[src/rtl/vin_temp_monitor.sv]
// Thermocouple reading monitor: samples a 12-bit reading, accepts it on two equal samples, filters it and raises an over-temperature alarm.
// Optional macro VIN_TEMP_MONITOR_AVG_EN adds a 4-tap moving average in front of temp_out.
module vin_temp_monitor #(
  parameter int unsigned SAMPLE_DIV = 100000,
  parameter logic [11:0] ALARM_HIGH = 12'd1600,
  parameter logic [11:0] ALARM_LOW  = 12'd1520
) (
  input  logic        clk,
  input  logic        rst_n,
  input  logic [15:0] temp_in,
  output logic [11:0] temp_out,
  output logic        temp_strobe,
  output logic        temp_valid,
  output logic        alarm,
  output logic        fault
);

  localparam int unsigned CW         = (SAMPLE_DIV > 32'd1) ? $clog2(SAMPLE_DIV) : 1;
  localparam logic [CW-1:0] TICK_LAST = CW'(SAMPLE_DIV - 32'd1);
  localparam logic [11:0] FAULT_CODE = 12'hFFF;

  // Hysteresis rule: set at or above the high threshold, clear at or below the low one, else hold.
  function automatic logic thr_eval(input logic [11:0] value, input logic prev);
    logic res;
    if (value >= ALARM_HIGH) begin
      res = 1'b1;
    end else if (value <= ALARM_LOW) begin
      res = 1'b0;
    end else begin
      res = prev;
    end
    return res;
  endfunction

  logic [CW-1:0] r_tick_cnt;
  logic [11:0]   r_sync1;
  logic [11:0]   r_sync2;
  logic [11:0]   r_last_sample;
  logic          r_have_last;
  logic          r_acc_pend;
  logic [11:0]   r_acc_val;
  logic          r_thr_alarm;
  logic [11:0]   r_temp_out;
  logic          r_temp_strobe;
  logic          r_temp_valid;
  logic          r_alarm;
  logic          r_fault;

  logic          w_tick;
  logic          w_acc_good;
  logic          w_acc_fault;
  logic [11:0]   w_new_out;
  logic          w_thr_next;
  logic          w_unused_hi;

  assign w_unused_hi = ^temp_in[15:12];
  assign w_tick      = (r_tick_cnt == TICK_LAST);
  assign w_acc_good  = r_acc_pend && (r_acc_val != FAULT_CODE);
  assign w_acc_fault = r_acc_pend && (r_acc_val == FAULT_CODE);

  // Free-running sample period counter.
  always_ff @(posedge clk or negedge rst_n) begin
    if (!rst_n) begin
      r_tick_cnt <= '0;
    end else if (w_tick) begin
      r_tick_cnt <= '0;
    end else begin
      r_tick_cnt <= r_tick_cnt + {{(CW-1){1'b0}}, 1'b1};
    end
  end

  // Two-flop synchroniser; bus tearing is rejected later by the equal-sample rule.
  always_ff @(posedge clk or negedge rst_n) begin
    if (!rst_n) begin
      r_sync1 <= 12'd0;
      r_sync2 <= 12'd0;
    end else begin
      r_sync1 <= temp_in[11:0];
      r_sync2 <= r_sync1;
    end
  end

  // Sample on each tick and flag an acceptance when two consecutive samples agree.
  always_ff @(posedge clk or negedge rst_n) begin
    if (!rst_n) begin
      r_last_sample <= 12'd0;
      r_have_last   <= 1'b0;
      r_acc_pend    <= 1'b0;
      r_acc_val     <= 12'd0;
    end else if (w_tick) begin
      r_last_sample <= r_sync2;
      r_have_last   <= 1'b1;
      r_acc_pend    <= r_have_last && (r_sync2 == r_last_sample);
      r_acc_val     <= r_sync2;
    end else begin
      r_acc_pend    <= 1'b0;
    end
  end

`ifdef VIN_TEMP_MONITOR_AVG_EN
  logic [11:0] r_tap [4];
  logic [13:0] r_sum;
  logic [13:0] w_sum_next;

  // First good value preloads all taps, so the sum is simply four times it.
  always_comb begin
    w_sum_next = r_sum;
    if (r_temp_valid) begin
      w_sum_next = r_sum + {2'b00, r_acc_val} - {2'b00, r_tap[3]};
    end else begin
      w_sum_next = {r_acc_val, 2'b00};
    end
  end

  assign w_new_out = w_sum_next[13:2];

  // History shift register and running sum, advanced on good acceptances only.
  always_ff @(posedge clk or negedge rst_n) begin
    if (!rst_n) begin
      for (int i = 0; i < 4; i++) begin
        r_tap[i] <= 12'd0;
      end
      r_sum <= 14'd0;
    end else if (w_acc_good) begin
      if (r_temp_valid) begin
        r_tap[0] <= r_acc_val;
        for (int i = 1; i < 4; i++) begin
          r_tap[i] <= r_tap[i-1];
        end
      end else begin
        for (int i = 0; i < 4; i++) begin
          r_tap[i] <= r_acc_val;
        end
      end
      r_sum <= w_sum_next;
    end else begin
      r_sum <= r_sum;
    end
  end
`else
  assign w_new_out = r_acc_val;
`endif

  assign w_thr_next = thr_eval(w_new_out, r_thr_alarm);

  // Output stage: one cycle after acceptance; a fault code forces the alarm and leaves temp_out alone.
  always_ff @(posedge clk or negedge rst_n) begin
    if (!rst_n) begin
      r_temp_out    <= 12'd0;
      r_temp_strobe <= 1'b0;
      r_temp_valid  <= 1'b0;
      r_alarm       <= 1'b0;
      r_fault       <= 1'b0;
      r_thr_alarm   <= 1'b0;
    end else begin
      r_temp_strobe <= 1'b0;
      if (w_acc_good) begin
        r_temp_out    <= w_new_out;
        r_temp_strobe <= 1'b1;
        r_temp_valid  <= 1'b1;
        r_fault       <= 1'b0;
        r_thr_alarm   <= w_thr_next;
        r_alarm       <= w_thr_next;
      end else if (w_acc_fault) begin
        r_fault       <= 1'b1;
        r_alarm       <= 1'b1;
      end else begin
        r_alarm       <= r_alarm;
      end
    end
  end

  assign temp_out    = r_temp_out;
  assign temp_strobe = r_temp_strobe;
  assign temp_valid  = r_temp_valid;
  assign alarm       = r_alarm;
  assign fault       = r_fault;

endmodule

[config.mk]
export PLATFORM = sky130hd
export DESIGN_NAME = vin_temp_monitor
export DESIGN_NICKNAME = d
export VERILOG_FILES = /design/src/rtl/vin_temp_monitor.sv
export SDC_FILE = /design/constraint.sdc
export NUM_CORES = 1
export LEC_CHECK = 0
export BUFFER_PORTS_ARGS = -buffer_cell sky130_fd_sc_hd__buf_2
export CAP_MARGIN = 25
export CORE_UTILIZATION = 45
export CTS_BUF_LIST = sky130_fd_sc_hd__clkbuf_4
export DETAILED_ROUTE_END_ITERATION = 10
export GPL_TIMING_DRIVEN = 0
export PLACE_DENSITY = 0.66
export SLEW_MARGIN = 15
export SYNTH_ARGS = -nofsm -noshare
export SYNTH_HDL_FRONTEND = slang
export SYNTH_SLANG_ARGS = --single-unit
export TNS_END_PERCENT = 5
[constraint.sdc]
create_clock -name clk -period 2.5 [get_ports clk]
set_input_delay 0.125 -clock clk [delete_from_list [all_inputs] [get_ports clk]]
set_output_delay 0.125 -clock clk [all_outputs]
set_load 0.1 [all_outputs]
==> metrics.log, run 1 <==
[metrics] number of antenna violations at the first check in global routing: 0
[metrics] commonest cells after routing, fill and taps aside: sky130_fd_sc_hd__dfrtp_1 (72), sky130_fd_sc_hd__buf_2 (29), sky130_fd_sc_hd__xnor2_1 (13), sky130_fd_sc_hd__mux2_2 (13), sky130_fd_sc_hd__dlygate4sd3_1 (13)
[metrics] net count of the mapped netlist: 215
[metrics] period utilization: 0.756
[metrics] Initial Util: 0.464
[metrics] global-route wire length before repair: 7590 um
[metrics] via count of the first global-routing pass: 1589
[metrics] postcts setup bufs: 0
[metrics] CP max stage cell: sky130_fd_sc_hd__dfrtp_1
[metrics] area taken by multi-input logic gates: 893 um^2
[metrics] pre-CTS WS: 0.616 ns
[metrics] area of the die: 0.00642 mm^2
[metrics] number of gates resized after cts: 0
[metrics] kind of end point of the critical path: flop
[metrics] fraction of synthesized cell area in xor and xnor cells: 0.0797
[metrics] violated checks: design-rule violations
[metrics] share of synthesized area spent on multiplexers: 0.0951
[metrics] H-Tree Level Count: 3
[metrics] required time of the worst setup path: 2.80 ns
[metrics] CP Cell Sequence: ha_1, and4_1, and4_1, buf_6, buf_6, mux2_2
[metrics] Max Slew Vio Count: 0
[metrics] TritonCTS clock tree: done
[metrics] netlist area before placement: 0.00275 mm^2
[metrics] Worst VDD drop: 0.340 mV
[metrics] proportion of netlist area held by the largest area contributor: 0.655
[metrics] number of buffers inserted during clock tree synthesis: 9
[metrics] Skew-Pair Late Insertion Delay: 0.41 ns
[metrics] Synth Area in Compound Gates: 0.0250
[metrics] number of warnings printed during yosys synthesis: 0
[metrics] synthesis-stage register bit count: 72
[metrics] top-level I/O count: 34
[metrics] simple-gate share of the synthesized area: 0.121
[metrics] layout cell share with drive strength beyond 1: 0.263
[metrics] Placed Cells: 301
[metrics] Port Buf Inserts: 29
[metrics] die span in y: 80.2 um
[metrics] Hold Fails Final Rpt: 0
[metrics] die span in x: 80.2 um
[metrics] Maximum Capacitance Violations: 0
[metrics] arrival time of data at the critical path endpoint: 2.19 ns
[metrics] largest net degree at the start of global routing: 50
[metrics] Worst Clk Skew: 0.0119 ns
[metrics] placeable core area: 0.00592 mm^2
[metrics] transition at the pin with the smallest max-transition slack: 0.542 ns
[metrics] time the final worst path needs with I/O delays and setup: 1.89 ns
[metrics] worst stage delay on the critical path: 0.40 ns
[metrics] Worst Hold Class: in -> async
[metrics] FF/Latch Area: 0.00180 mm^2
[metrics] sum of negative setup slack: 0 ns
[metrics] remaining max-slew budget at the tightest pin: 0.636
[metrics] Synth area leader: sky130_fd_sc_hd__dfrtp_1
[metrics] adder and majority gate portion of the synthesized area: 0.00455
[metrics] remaining number of nets flagged by the antenna check after routing: 0
[metrics] final estimated routing congestion in global placement: 0.769
[metrics] buffers from clock root to sink, at most: 2
[metrics] Final HPWL DP: 2930 um
[metrics] post-layout instance count excluding filler cells: 330
[metrics] per-cell via count in the routed design: 4.94
[metrics] distinct cell type count after synthesis: 36
[metrics] final number of setup-violating endpoints: 0
[metrics] total via count in the routed design: 1629
[metrics] gate count after technology mapping: 196
[metrics] violation count after the first detailed-route iteration: 85
[metrics] sequential cell area fraction in the yosys report: 0.655
[metrics] worst hold-check slack: 0.140 ns
[metrics] # diodes: 0
[metrics] result of the run: complete, but fails checks
[metrics] maximum fanout along the worst path: 10
[metrics] category of the critical setup timing path: reg -> reg
[metrics] Num Clock Sinks: 72
[metrics] post-place instance area: 0.00302 mm^2
[metrics] overall fraction of global-route tracks in use: 0.161
[metrics] Post-Syn Area per Cell: 14.0 um^2
[metrics] power density over the cells: 647 mW/mm^2
[metrics] highest achievable clock rate: 0.529 GHz
[metrics] unrepaired setup endpoints after global routing: false
[metrics] sum of routed wire length over all layers: 4340 um
[metrics] largest family of logic cells by synthesized area: simple AND/OR/NAND/NOR gates
[metrics] root cell of the clock tree: sky130_fd_sc_hd__clkbuf_4
[metrics] post-route cell area: 0.00333 mm^2
[metrics] static leakage: 1.65 nW
[metrics] nets@finish: 269
[metrics] Congestion Overflow GR: 0
[metrics] number of rows in the core area: 28
[metrics] startpoint class of the critical path: flop
[metrics] DRT Pass-1 Iters: 7
[metrics] number of remaining DRC errors: 1
[metrics] Clk pin slew, worst setup/hold paths: 0.12 ns
[metrics] top area cells in the synthesized netlist: sky130_fd_sc_hd__dfrtp_1 (66%), sky130_fd_sc_hd__mux2_2 (5.3%), sky130_fd_sc_hd__xnor2_1 (4.1%), sky130_fd_sc_hd__xor2_1 (3.8%), sky130_fd_sc_hd__mux2_1 (3.3%)
[metrics] final worst slack: 0.609 ns
[metrics] WL per Instance: 13.2 um
[metrics] fill count: 478
[metrics] Final Power: 2.15 mW
[metrics] most common cell after layout, fill and taps aside: sky130_fd_sc_hd__dfrtp_1
[metrics] Final Util: 0.563
[metrics] relative area change from synthesis to final layout: 21.2%
==> kinds of logic (layout without fill, tap and decap cells) <==
| logic type | count (synthesis) | in the layout |
|---|---|---|
| flip-flops | 72 | 72 |
| AND/OR/NAND/NOR | 57 | 57 |
| XOR/XNOR | 25 | 25 |
| multiplexers | 23 | 23 |
| AO/OA/AOI/OAI | 10 | 10 |
| adder cells (fa/ha/maj) | 1 | 1 |
| buffers and inverters | 8 | 67 |
==> state kept, by name, summed over array words and instances (netlist names) <==
register / cells
alarm: 1
fault: 1
r_acc_pend: 1
r_acc_val: 12
r_have_last: 1
r_sync1: 12
r_sync2: 12
r_thr_alarm: 1
r_tick_cnt: 17
temp_out: 12
temp_strobe: 1
temp_valid: 1
==> layout make-up <==
type                    instances  share of cell area
repair buffers                 43              0.0917
clock inverters                 6              0.0323
inverters                       4             0.00451
clock buffers                  10              0.0225
well taps                      75              0.0282
flip-flops and latches         72               0.541
multi-input cells             116               0.268
plain buffers                   4              0.0116
==> worst paths after layout <==
path	from	endpoint	slack (ns)	depth (start not counted)
worst max register to register	r_tick_cnt[0]	r_acc_val[9]	0.61	6
worst min register to register	r_sync1[5]	r_sync2[5]	0.35	0
worst max-delay path	r_tick_cnt[0]	r_acc_val[9]	0.61	6
worst min-delay path	rst_n	temp_out[3]	0.14	2
max in group asynchronous	rst_n	r_acc_val[0]	1.82	3
min in group clk	r_sync1[5]	r_sync2[5]	0.35	0
==> metal layers <==
layer | GRT usage | up-vias | wire [um]
met5 | 0 | - | 0
met3 | 0.0511 | 6 | 139
met4 | 0.0750 | 0 | 78
met2 | 0.224 | 29 | 1920
met1 | 0.228 | 795 | 2200
li1 | - | 799 | -
==> Yosys cell counts <==
| cell type | count |
|---|---|
| sky130_fd_sc_hd__o21ai_0 | 4 |
| sky130_fd_sc_hd__buf_6 | 3 |
| sky130_fd_sc_hd__nand3_1 | 6 |
| sky130_fd_sc_hd__or2_2 | 1 |
| sky130_fd_sc_hd__nor4b_1 | 1 |
| sky130_fd_sc_hd__xor2_1 | 12 |
| sky130_fd_sc_hd__mux2_4 | 1 |
| sky130_fd_sc_hd__nor4_2 | 1 |
| sky130_fd_sc_hd__a21oi_1 | 1 |
| sky130_fd_sc_hd__nor2_1 | 10 |
| sky130_fd_sc_hd__nor3_1 | 4 |
| sky130_fd_sc_hd__and3_1 | 2 |
| sky130_fd_sc_hd__a2bb2oi_1 | 2 |
| sky130_fd_sc_hd__or3_1 | 1 |
| sky130_fd_sc_hd__o311a_1 | 1 |
| sky130_fd_sc_hd__nor4_1 | 5 |
| sky130_fd_sc_hd__mux2i_1 | 1 |
| sky130_fd_sc_hd__buf_2 | 1 |
| sky130_fd_sc_hd__nor4bb_1 | 1 |
| sky130_fd_sc_hd__and4_1 | 4 |
| sky130_fd_sc_hd__nand2b_2 | 1 |
| sky130_fd_sc_hd__xnor2_1 | 13 |
| sky130_fd_sc_hd__and4b_1 | 1 |
| sky130_fd_sc_hd__nand2b_1 | 1 |
| sky130_fd_sc_hd__mux2_1 | 8 |
| sky130_fd_sc_hd__and4bb_1 | 1 |
| sky130_fd_sc_hd__inv_2 | 1 |
| sky130_fd_sc_hd__nor2b_1 | 1 |
| sky130_fd_sc_hd__mux2_2 | 13 |
| sky130_fd_sc_hd__inv_1 | 3 |
| sky130_fd_sc_hd__nand2_1 | 9 |
| sky130_fd_sc_hd__dfrtp_1 | 72 |
| sky130_fd_sc_hd__o221ai_1 | 1 |
| sky130_fd_sc_hd__a211oi_1 | 1 |
| sky130_fd_sc_hd__ha_1 | 1 |
| sky130_fd_sc_hd__nand4_1 | 7 |
==> power by group <==
part | internal [mW] | switching [mW] | total [mW]
clock network | 0.515 | 0.388 | 0.902
registers | 1.18 | 0.00920 | 1.19
logic | 0.0301 | 0.0298 | 0.0599
==> worst max-delay path, delay by kind of cell (launching register included) <==
kind / cells / cell delay, ns
fa+ha+maj: 1 / 0.24
mux: 1 / 0.34
simple gates: 2 / 0.53
flops: 1 / 0.40
buf+inv: 2 / 0.27
==> what timing repair did <==
| item | in CTS | in global routing |
|---|---|---|
| hold endpoints to repair | 84 | 0 |
| hold buffers | 13 | 0 |
| setup endpoints to repair | 0 | 0 |
No activity file was read; power rests on OpenSTA's default activity.
==> run 2, diff against run 1 <==
- PLACE_DENSITY: 0.66 -> 0.69
- clock period: 2.5 -> 1.7 ns (I/O delays scaled with it)
==> run 2 against run 1 <==
The flow now finishes without violations. Die area did not move. Design area rose by 4.5%. Sequential power rose by 47%. Wire length rose by 5.1%. Final cell count rose by 3.0%. Clock power rose by 27%. Critical path depth did not move. Hold slack got worse by 0.049 ns. Fmax rose by 13%. Register-to-register slack got worse by 0.59 ns. Critical path type unchanged. Critical endpoint is now r_acc_val[7].
==> metrics.log, run 2 (synthesized netlist as in run 1, its figures left out) <==
[metrics] transition at the pin with the smallest max-transition slack: 0.486 ns (was 0.542 ns)
[metrics] number of buffers inserted during clock tree synthesis: 9 (unchanged)
[metrics] sum of routed wire length over all layers: 4560 um (was 4340 um)
[metrics] per-cell via count in the routed design: 5.07 (was 4.94)
[metrics] Placed Cells: 301 (unchanged)
[metrics] TritonCTS clock tree: done (unchanged)
[metrics] critical path's top delay family: simple AND/OR/NAND/NOR gates (unchanged)
[metrics] commonest cells after routing, fill and taps aside: sky130_fd_sc_hd__dfrtp_1 (66), sky130_fd_sc_hd__buf_2 (29), sky130_fd_sc_hd__xnor2_1 (13), sky130_fd_sc_hd__dlygate4sd3_1 (13) (was sky130_fd_sc_hd__dfrtp_1 (72), sky130_fd_sc_hd__buf_2 (29), sky130_fd_sc_hd__xnor2_1 (13), sky130_fd_sc_hd__mux2_2 (13), sky130_fd_sc_hd__dlygate4sd3_1 (13))
[metrics] worst hold-check slack: 0.0912 ns (was 0.140 ns)
[metrics] kind of end point of the critical path: flop (unchanged)
[metrics] number of remaining DRC errors: 0 (was 1)
[metrics] largest net degree at the start of global routing: 52 (was 50)
[metrics] die span in y: 80.2 um (unchanged)
[metrics] die span in x: 80.2 um (unchanged)
[metrics] Worst Hold Class: in -> async (unchanged)
[metrics] worst stage delay on the critical path: 0.40 ns (about the same)
[metrics] Num Clock Sinks: 72 (unchanged)
[metrics] H-Tree Level Count: 3 (unchanged)
[metrics] most common cell after layout, fill and taps aside: sky130_fd_sc_hd__dfrtp_1 (unchanged)
[metrics] Skew-Pair Late Insertion Delay: 0.41 ns (about the same)
[metrics] number of antenna violations at the first check in global routing: 0 (unchanged)
[metrics] Hold Fails Final Rpt: 0 (unchanged)
[metrics] Max Slew Vio Count: 0 (unchanged)
[metrics] top-level I/O count: 34 (unchanged)
[metrics] # diodes: 0 (unchanged)
[metrics] register with the highest flop count: r_tick_cnt (unchanged)
[metrics] Maximum Capacitance Violations: 0 (unchanged)
[metrics] Worst Clk Skew: 0.00891 ns (was 0.0119 ns)
[metrics] static leakage: 1.72 nW (was 1.65 nW)
[metrics] remaining max-slew budget at the tightest pin: 0.678 (was 0.636)
[metrics] power density over the cells: 861 mW/mm^2 (was 647 mW/mm^2)
[metrics] required time of the worst setup path: 1.99 ns (was 2.80 ns)
[metrics] Initial Util: 0.464 (unchanged)
[metrics] unrepaired setup endpoints after global routing: true (was false)
[metrics] placeable core area: 0.00592 mm^2 (unchanged)
[metrics] via count of the first global-routing pass: 1605 (was 1589)
[metrics] period utilization: 0.988 (was 0.756)
[metrics] flip-flop count of the largest register, all copies and words added: 17 (unchanged)
[metrics] layout cell share with drive strength beyond 1: 0.347 (was 0.263)
[metrics] WL per Instance: 13.4 um (was 13.2 um)
[metrics] Final HPWL DP: 2950 um (was 2930 um)
[metrics] number of rows in the core area: 28 (unchanged)
[metrics] fill count: 474 (was 478)
[metrics] pre-CTS WS: -0.167 ns (was 0.616 ns)
[metrics] time the final worst path needs with I/O delays and setup: 1.68 ns (was 1.89 ns)
[metrics] area of the die: 0.00642 mm^2 (unchanged)
[metrics] DRT Pass-1 Iters: 4 (was 7)
[metrics] Clk pin slew, worst setup/hold paths: 0.11 ns (was 0.12 ns)
[metrics] post-layout instance count excluding filler cells: 340 (was 330)
[metrics] maximum fanout along the worst path: 10 (unchanged)
[metrics] final estimated routing congestion in global placement: 0.773 (was 0.769)
[metrics] CP max stage cell: sky130_fd_sc_hd__dfrtp_1 (unchanged)
[metrics] overall fraction of global-route tracks in use: 0.163 (was 0.161)
[metrics] Bufs and invs on worst path: 2 (unchanged)
[metrics] category of the critical setup timing path: reg -> reg (unchanged)
[metrics] highest achievable clock rate: 0.595 GHz (was 0.529 GHz)
[metrics] buffers from clock root to sink, at most: 2 (unchanged)
[metrics] root cell of the clock tree: sky130_fd_sc_hd__clkbuf_4 (unchanged)
[metrics] final number of setup-violating endpoints: 0 (unchanged)
[metrics] result of the run: complete, no violations (was complete, but fails checks)
[metrics] nets@finish: 280 (was 269)
[metrics] arrival time of data at the critical path endpoint: 1.97 ns (was 2.19 ns)
[metrics] violation count after the first detailed-route iteration: 92 (was 85)
[metrics] Congestion Overflow GR: 0 (unchanged)
[metrics] remaining number of nets flagged by the antenna check after routing: 0 (unchanged)
[metrics] Worst VDD drop: 0.464 mV (was 0.340 mV)
[metrics] Port Buf Inserts: 29 (unchanged)
[metrics] total via count in the routed design: 1725 (was 1629)
[metrics] relative area change from synthesis to final layout: 26.6% (was 21.2%)
[metrics] final worst slack: 0.0200 ns (was 0.609 ns)
[metrics] global-route wire length before repair: 7590 um (unchanged)
[metrics] CP Cell Sequence: ha_4, and4_4, and4_1, buf_6, buf_12, mux2_2 (was ha_1, and4_1, and4_1, buf_6, buf_6, mux2_2)
[metrics] startpoint class of the critical path: flop (unchanged)
run 2: per-stage QoR:
stage          power [mW]  TNS, ns  area, um^2   util
5_1_grt              3.13   -0.157        3480  0.588
3_5_place_dp         1.86    -2.05        3020  0.510
2_1_floorplan        1.79        0        2750      -
6_report             2.99        0        3480  0.588
3_3_place_gp         1.85    -1.89        2990  0.505
4_1_cts              3.04        0        3420  0.578
run 2: power by group:
part / leakage, nW / internal [mW] / switching, mW / total (mW)
Combinational: 0.713 / 0.0443 / 0.0432 / 0.0876
Sequential: 0.926 / 1.74 / 0.0139 / 1.75
Clock: 0.0794 / 0.584 / 0.569 / 1.15
run 2: final cells by class:
class                           instances  area [um^2]  area share
Tap cell                               75         93.8      0.0270
Timing Repair Buffer                   54          388       0.111
Multi-Input combinational cell        116          970       0.279
Clock buffer                            9         67.6      0.0194
Inverter                                4         15.0     0.00431
Buffer                                  4         51.3      0.0147
Sequential cell                        72         1810       0.520
Clock inverter                          6         85.1      0.0245
run 2: final timing paths:
check / from / endpoint / slack [ns] / depth (start not counted)
setup / recovery: r_tick_cnt[0] / r_acc_val[7] / 0.02 / 6
hold / removal: rst_n / temp_valid / 0.09 / 2
setup reg to reg: r_tick_cnt[0] / r_acc_val[7] / 0.02 / 6
hold reg to reg: r_sync1[7] / r_sync2[7] / 0.36 / 0
max in group asynchronous: rst_n / r_acc_val[7] / 1.06 / 3
min in group clk: temp_in[11] / r_sync1[11] / 0.31 / 2
run 2: metal layers:
metal  wire [um]  vias to the layer above  share of wire  track usage
met3         157                       14          0.034       0.0455
met5           0                        -              0            0
met1        2230                      852           0.49        0.223
met2        2030                       35           0.45        0.229
li1            -                      824              -            -
met4         140                        0          0.031       0.0982
run 2: repair_timing:
action | in CTS | in global routing
pin swaps | 3 | 5
resized for setup | 12 | 13
hold endpoints to repair | 84 | 0
hold buffers | 13 | 0
setup endpoints to repair | 19 | 21
setup buffers | 11 | 0
==> run 3, diff against run 2 <==
- ABC_AREA: not set -> 1
- PLACE_DENSITY: 0.69 -> 0.68
==> run 3 against run 2 <==
Power decreased by 8.5%. Wire length increased by 19%. Setup slack improved by 0.14 ns. Final cell count increased by 34%. Critical endpoint is now r_acc_val[10]. Register-to-register slack improved by 0.14 ns. Global-route usage increased by 1.1 points. Critical path depth increased by 4. Flip-flop and latch count unchanged. Design area increased by 0.40%. Count of clock-buffer cells in the layout unchanged. Fmax increased by 9.2%.
==> metrics.log, run 3 <==
[metrics] Final HPWL DP: 3720 um (was 2950 um)
[metrics] adder and majority gate portion of the synthesized area: 0.00419 (was 0.00455)
[metrics] number of antenna violations at the first check in global routing: 0 (unchanged)
[metrics] Skew-Pair Late Insertion Delay: 0.40 ns (was 0.41 ns)
[metrics] top area cells in the synthesized netlist: sky130_fd_sc_hd__dfrtp_1 (60%), sky130_fd_sc_hd__nand2_1 (11%), sky130_fd_sc_hd__nor2_1 (5.5%), sky130_fd_sc_hd__inv_1 (4.0%), sky130_fd_sc_hd__o21ai_0 (2.8%) (was sky130_fd_sc_hd__dfrtp_1 (66%), sky130_fd_sc_hd__mux2_2 (5.3%), sky130_fd_sc_hd__xnor2_1 (4.1%), sky130_fd_sc_hd__xor2_1 (3.8%), sky130_fd_sc_hd__mux2_1 (3.3%))
[metrics] layout cell share with drive strength beyond 1: 0.204 (was 0.347)
[metrics] area taken by multi-input logic gates: 1000 um^2 (was 970 um^2)
[metrics] die span in x: 83.5 um (was 80.2 um)
[metrics] number of warnings printed during yosys synthesis: 0 (unchanged)
[metrics] net count of the mapped netlist: 339 (was 215)
[metrics] postcts setup bufs: 0 (was 11)
[metrics] synthesis-stage register bit count: 72 (unchanged)
[metrics] Placed Cells: 427 (was 301)
[metrics] proportion of netlist area held by the largest area contributor: 0.603 (was 0.655)
[metrics] unrepaired setup endpoints after global routing: false (was true)
[metrics] post-synthesis async set-or-reset flop share: 1.00 (unchanged)
[metrics] fill count: 573 (was 474)
[metrics] post-place instance area: 0.00325 mm^2 (was 0.00302 mm^2)
[metrics] kind of end point of the critical path: flop (unchanged)
[metrics] buffers from clock root to sink, at most: 2 (unchanged)
[metrics] relative area change from synthesis to final layout: 17.0% (was 26.6%)
[metrics] post-layout instance count excluding filler cells: 455 (was 340)
[metrics] most common cell after layout, fill and taps aside: sky130_fd_sc_hd__nand2_1 (was sky130_fd_sc_hd__dfrtp_1)
[metrics] sequential cell area fraction in the yosys report: 0.603 (was 0.655)
[metrics] maximum fanout along the worst path: 10 (unchanged)
[metrics] Final Util: 0.547 (was 0.588)
[metrics] per-cell via count in the routed design: 4.78 (was 5.07)
[metrics] required time of the worst setup path: 2.04 ns (was 1.99 ns)
[metrics] final worst slack: 0.161 ns (was 0.0200 ns)
[metrics] Synth area leader: sky130_fd_sc_hd__dfrtp_1 (unchanged)
[metrics] sum of negative setup slack: 0 ns (unchanged)
[metrics] violation count after the first detailed-route iteration: 153 (was 92)
[metrics] placeable core area: 0.00639 mm^2 (was 0.00592 mm^2)
[metrics] Worst Hold Class: in -> async (unchanged)
[metrics] sum of routed wire length over all layers: 5420 um (was 4560 um)
[metrics] top-level I/O count: 34 (unchanged)
[metrics] global-route wire length before repair: 9530 um (was 7590 um)
[metrics] highest achievable clock rate: 0.650 GHz (was 0.595 GHz)
[metrics] result of the run: complete, no violations (unchanged)
[metrics] Hold Fails Final Rpt: 0 (unchanged)
[metrics] WL per Instance: 11.9 um (was 13.4 um)
[metrics] Initial Util: 0.468 (was 0.464)
[metrics] period utilization: 0.905 (was 0.988)
[metrics] remaining number of nets flagged by the antenna check after routing: 0 (unchanged)
[metrics] Max Slew Vio Count: 0 (unchanged)
[metrics] number of rows in the core area: 29 (was 28)
[metrics] register with the highest flop count: r_tick_cnt (unchanged)
[metrics] worst hold-check slack: 0.143 ns (was 0.0912 ns)
[metrics] share of synthesized area spent on multiplexers: 0 (was 0.0951)
[metrics] post-route cell area: 0.00349 mm^2 (was 0.00348 mm^2)
[metrics] area of the die: 0.00697 mm^2 (was 0.00642 mm^2)
[metrics] Synth Area in Compound Gates: 0.0695 (was 0.0250)
[metrics] TritonCTS clock tree: done (unchanged)
[metrics] FF/Latch Area: 0.00180 mm^2 (was 0.00181 mm^2)
[metrics] number of remaining DRC errors: 0 (unchanged)
[metrics] H-Tree Level Count: 3 (unchanged)
[metrics] Port Buf Inserts: 29 (unchanged)
[metrics] time the final worst path needs with I/O delays and setup: 1.54 ns (was 1.68 ns)
[metrics] category of the critical setup timing path: reg -> reg (unchanged)
[metrics] final estimated routing congestion in global placement: 0.908 (was 0.773)
[metrics] library cell with the highest instance count after synthesis: sky130_fd_sc_hd__nand2_1 (was sky130_fd_sc_hd__dfrtp_1)
[metrics] Num Clock Sinks: 72 (unchanged)
[metrics] Clk pin slew, worst setup/hold paths: 0.12 ns (was 0.11 ns)
[metrics] Final Power: 2.74 mW (was 2.99 mW)
[metrics] startpoint class of the critical path: flop (unchanged)
[metrics] distinct cell type count after synthesis: 29 (was 36)
[metrics] number of gates resized after cts: 0 (was 12)
[metrics] most frequent cells after synthesis: sky130_fd_sc_hd__nand2_1 (84), sky130_fd_sc_hd__dfrtp_1 (72), sky130_fd_sc_hd__nor2_1 (44), sky130_fd_sc_hd__inv_1 (32), sky130_fd_sc_hd__o21ai_0 (17) (was sky130_fd_sc_hd__dfrtp_1 (72), sky130_fd_sc_hd__mux2_2 (13), sky130_fd_sc_hd__xnor2_1 (13), sky130_fd_sc_hd__xor2_1 (12), sky130_fd_sc_hd__nor2_1 (10))
[metrics] total via count in the routed design: 2175 (was 1725)
[metrics] Post-Syn Area per Cell: 9.33 um^2 (was 14.0 um^2)
[metrics] transition at the pin with the smallest max-transition slack: 0.486 ns (about the same)
[metrics] gate count after technology mapping: 320 (was 196)
[metrics] Maximum Capacitance Violations: 0 (unchanged)
[metrics] root cell of the clock tree: sky130_fd_sc_hd__clkbuf_4 (unchanged)
[metrics] nets@finish: 393 (was 280)
[metrics] overall fraction of global-route tracks in use: 0.174 (was 0.163)
[metrics] number of buffers inserted during clock tree synthesis: 9 (unchanged)
[metrics] final number of setup-violating endpoints: 0 (unchanged)
[metrics] remaining max-slew budget at the tightest pin: 0.678 (about the same)
[metrics] power density over the cells: 785 mW/mm^2 (was 861 mW/mm^2)
[metrics] largest family of logic cells by synthesized area: simple AND/OR/NAND/NOR gates (unchanged)
[metrics] commonest cells after routing, fill and taps aside: sky130_fd_sc_hd__nand2_1 (84), sky130_fd_sc_hd__dfrtp_1 (72), sky130_fd_sc_hd__nor2_1 (44), sky130_fd_sc_hd__inv_1 (32), sky130_fd_sc_hd__buf_2 (28) (was sky130_fd_sc_hd__dfrtp_1 (66), sky130_fd_sc_hd__buf_2 (29), sky130_fd_sc_hd__xnor2_1 (13), sky130_fd_sc_hd__dlygate4sd3_1 (13))
[metrics] netlist area before placement: 0.00299 mm^2 (was 0.00275 mm^2)
[metrics] Worst Clk Skew: 0.0132 ns (was 0.00891 ns)
[metrics] die span in y: 83.5 um (was 80.2 um)
[metrics] most used flip-flop cell after synthesis: sky130_fd_sc_hd__dfrtp_1 (unchanged)
[metrics] pre-CTS WS: 0.202 ns (was -0.167 ns)
[metrics] count of flip-flops with a built-in enable after synthesis: 0 (unchanged)
[metrics] DRT Pass-1 Iters: 4 (unchanged)
[metrics] largest net degree at the start of global routing: 43 (was 52)
[metrics] flip-flop count of the largest register, all copies and words added: 17 (unchanged)
[metrics] # diodes: 0 (unchanged)
[metrics] static leakage: 1.70 nW (was 1.72 nW)
[metrics] simple-gate share of the synthesized area: 0.229 (was 0.121)
[metrics] arrival time of data at the critical path endpoint: 1.88 ns (was 1.97 ns)
[metrics] fraction of synthesized cell area in xor and xnor cells: 0.0323 (was 0.0797)
[metrics] Worst VDD drop: 0.527 mV (was 0.464 mV)
[metrics] via count of the first global-routing pass: 2118 (was 1605)
[metrics] Congestion Overflow GR: 0 (unchanged)
## run 3: final cells by class
class / count / area share
Buffer: 5 / 0.0129
Clock buffer: 9 / 0.0193
Clock inverter: 6 / 0.0129
Inverter: 37 / 0.0401
Multi-Input combinational cell: 206 / 0.286
Sequential cell: 72 / 0.516
Tap cell: 77 / 0.0276
Timing Repair Buffer: 43 / 0.0852
## run 3: where the power goes
part	internal [mW]	total, mW	switching, mW
Combinational	0.0430	0.0935	0.0505
Sequential	1.74	1.75	0.0130
Clock	0.300	0.894	0.593
## run 3: path summary, 6_finish.rpt
path,start,to,slack [ns],cells after the start
max,r_tick_cnt[0],r_acc_val[10],0.16,10
min,rst_n,alarm,0.14,2
max reg2reg,r_tick_cnt[0],r_acc_val[10],0.16,10
min reg2reg,r_sync1[0],r_sync2[0],0.36,0
max in group asynchronous,rst_n,r_tick_cnt[14],1.02,3
min in group clk,temp_in[4],r_sync1[4],0.32,2
## run 3: kinds of logic (layout without fill, tap and decap cells)
| family | count (synthesis) | after routing |
|---|---|---|
| xor gates and xnor gates | 11 | 11 |
| buffers and inverters | 42 | 100 |
| and+or+nand+nor | 160 | 160 |
| adders and majority gates | 1 | 1 |
| DFF | 72 | 72 |
| AOI/OAI and AO/OA | 34 | 34 |
## run 3: per-layer routing
layer	up-vias	track usage	routed length, um
met5	-	0	0
met3	8	0.0346	234
li1	1107	-	-
met4	0	0.0801	66
met2	55	0.277	2530
met1	1005	0.232	2580
## run 3: worst max-delay path, stage by stage (launching register included)
cell and delay, ns:
sky130_fd_sc_hd__dfrtp_1 0.39, sky130_fd_sc_hd__ha_1 0.20, sky130_fd_sc_hd__nand2_2 0.10, sky130_fd_sc_hd__inv_2 0.07
sky130_fd_sc_hd__nand2_1 0.08, sky130_fd_sc_hd__nor2_1 0.13, sky130_fd_sc_hd__nand2_1 0.07, sky130_fd_sc_hd__nor2_2 0.12
sky130_fd_sc_hd__buf_4 0.20, sky130_fd_sc_hd__nand2_1 0.07, sky130_fd_sc_hd__nand2_1 0.06
## run 3: what timing repair did
action / in CTS / in global routing
endpoints found under the hold margin: 84 / 0
hold buffers: 13 / 0
setup endpoints to repair: 0 / 0
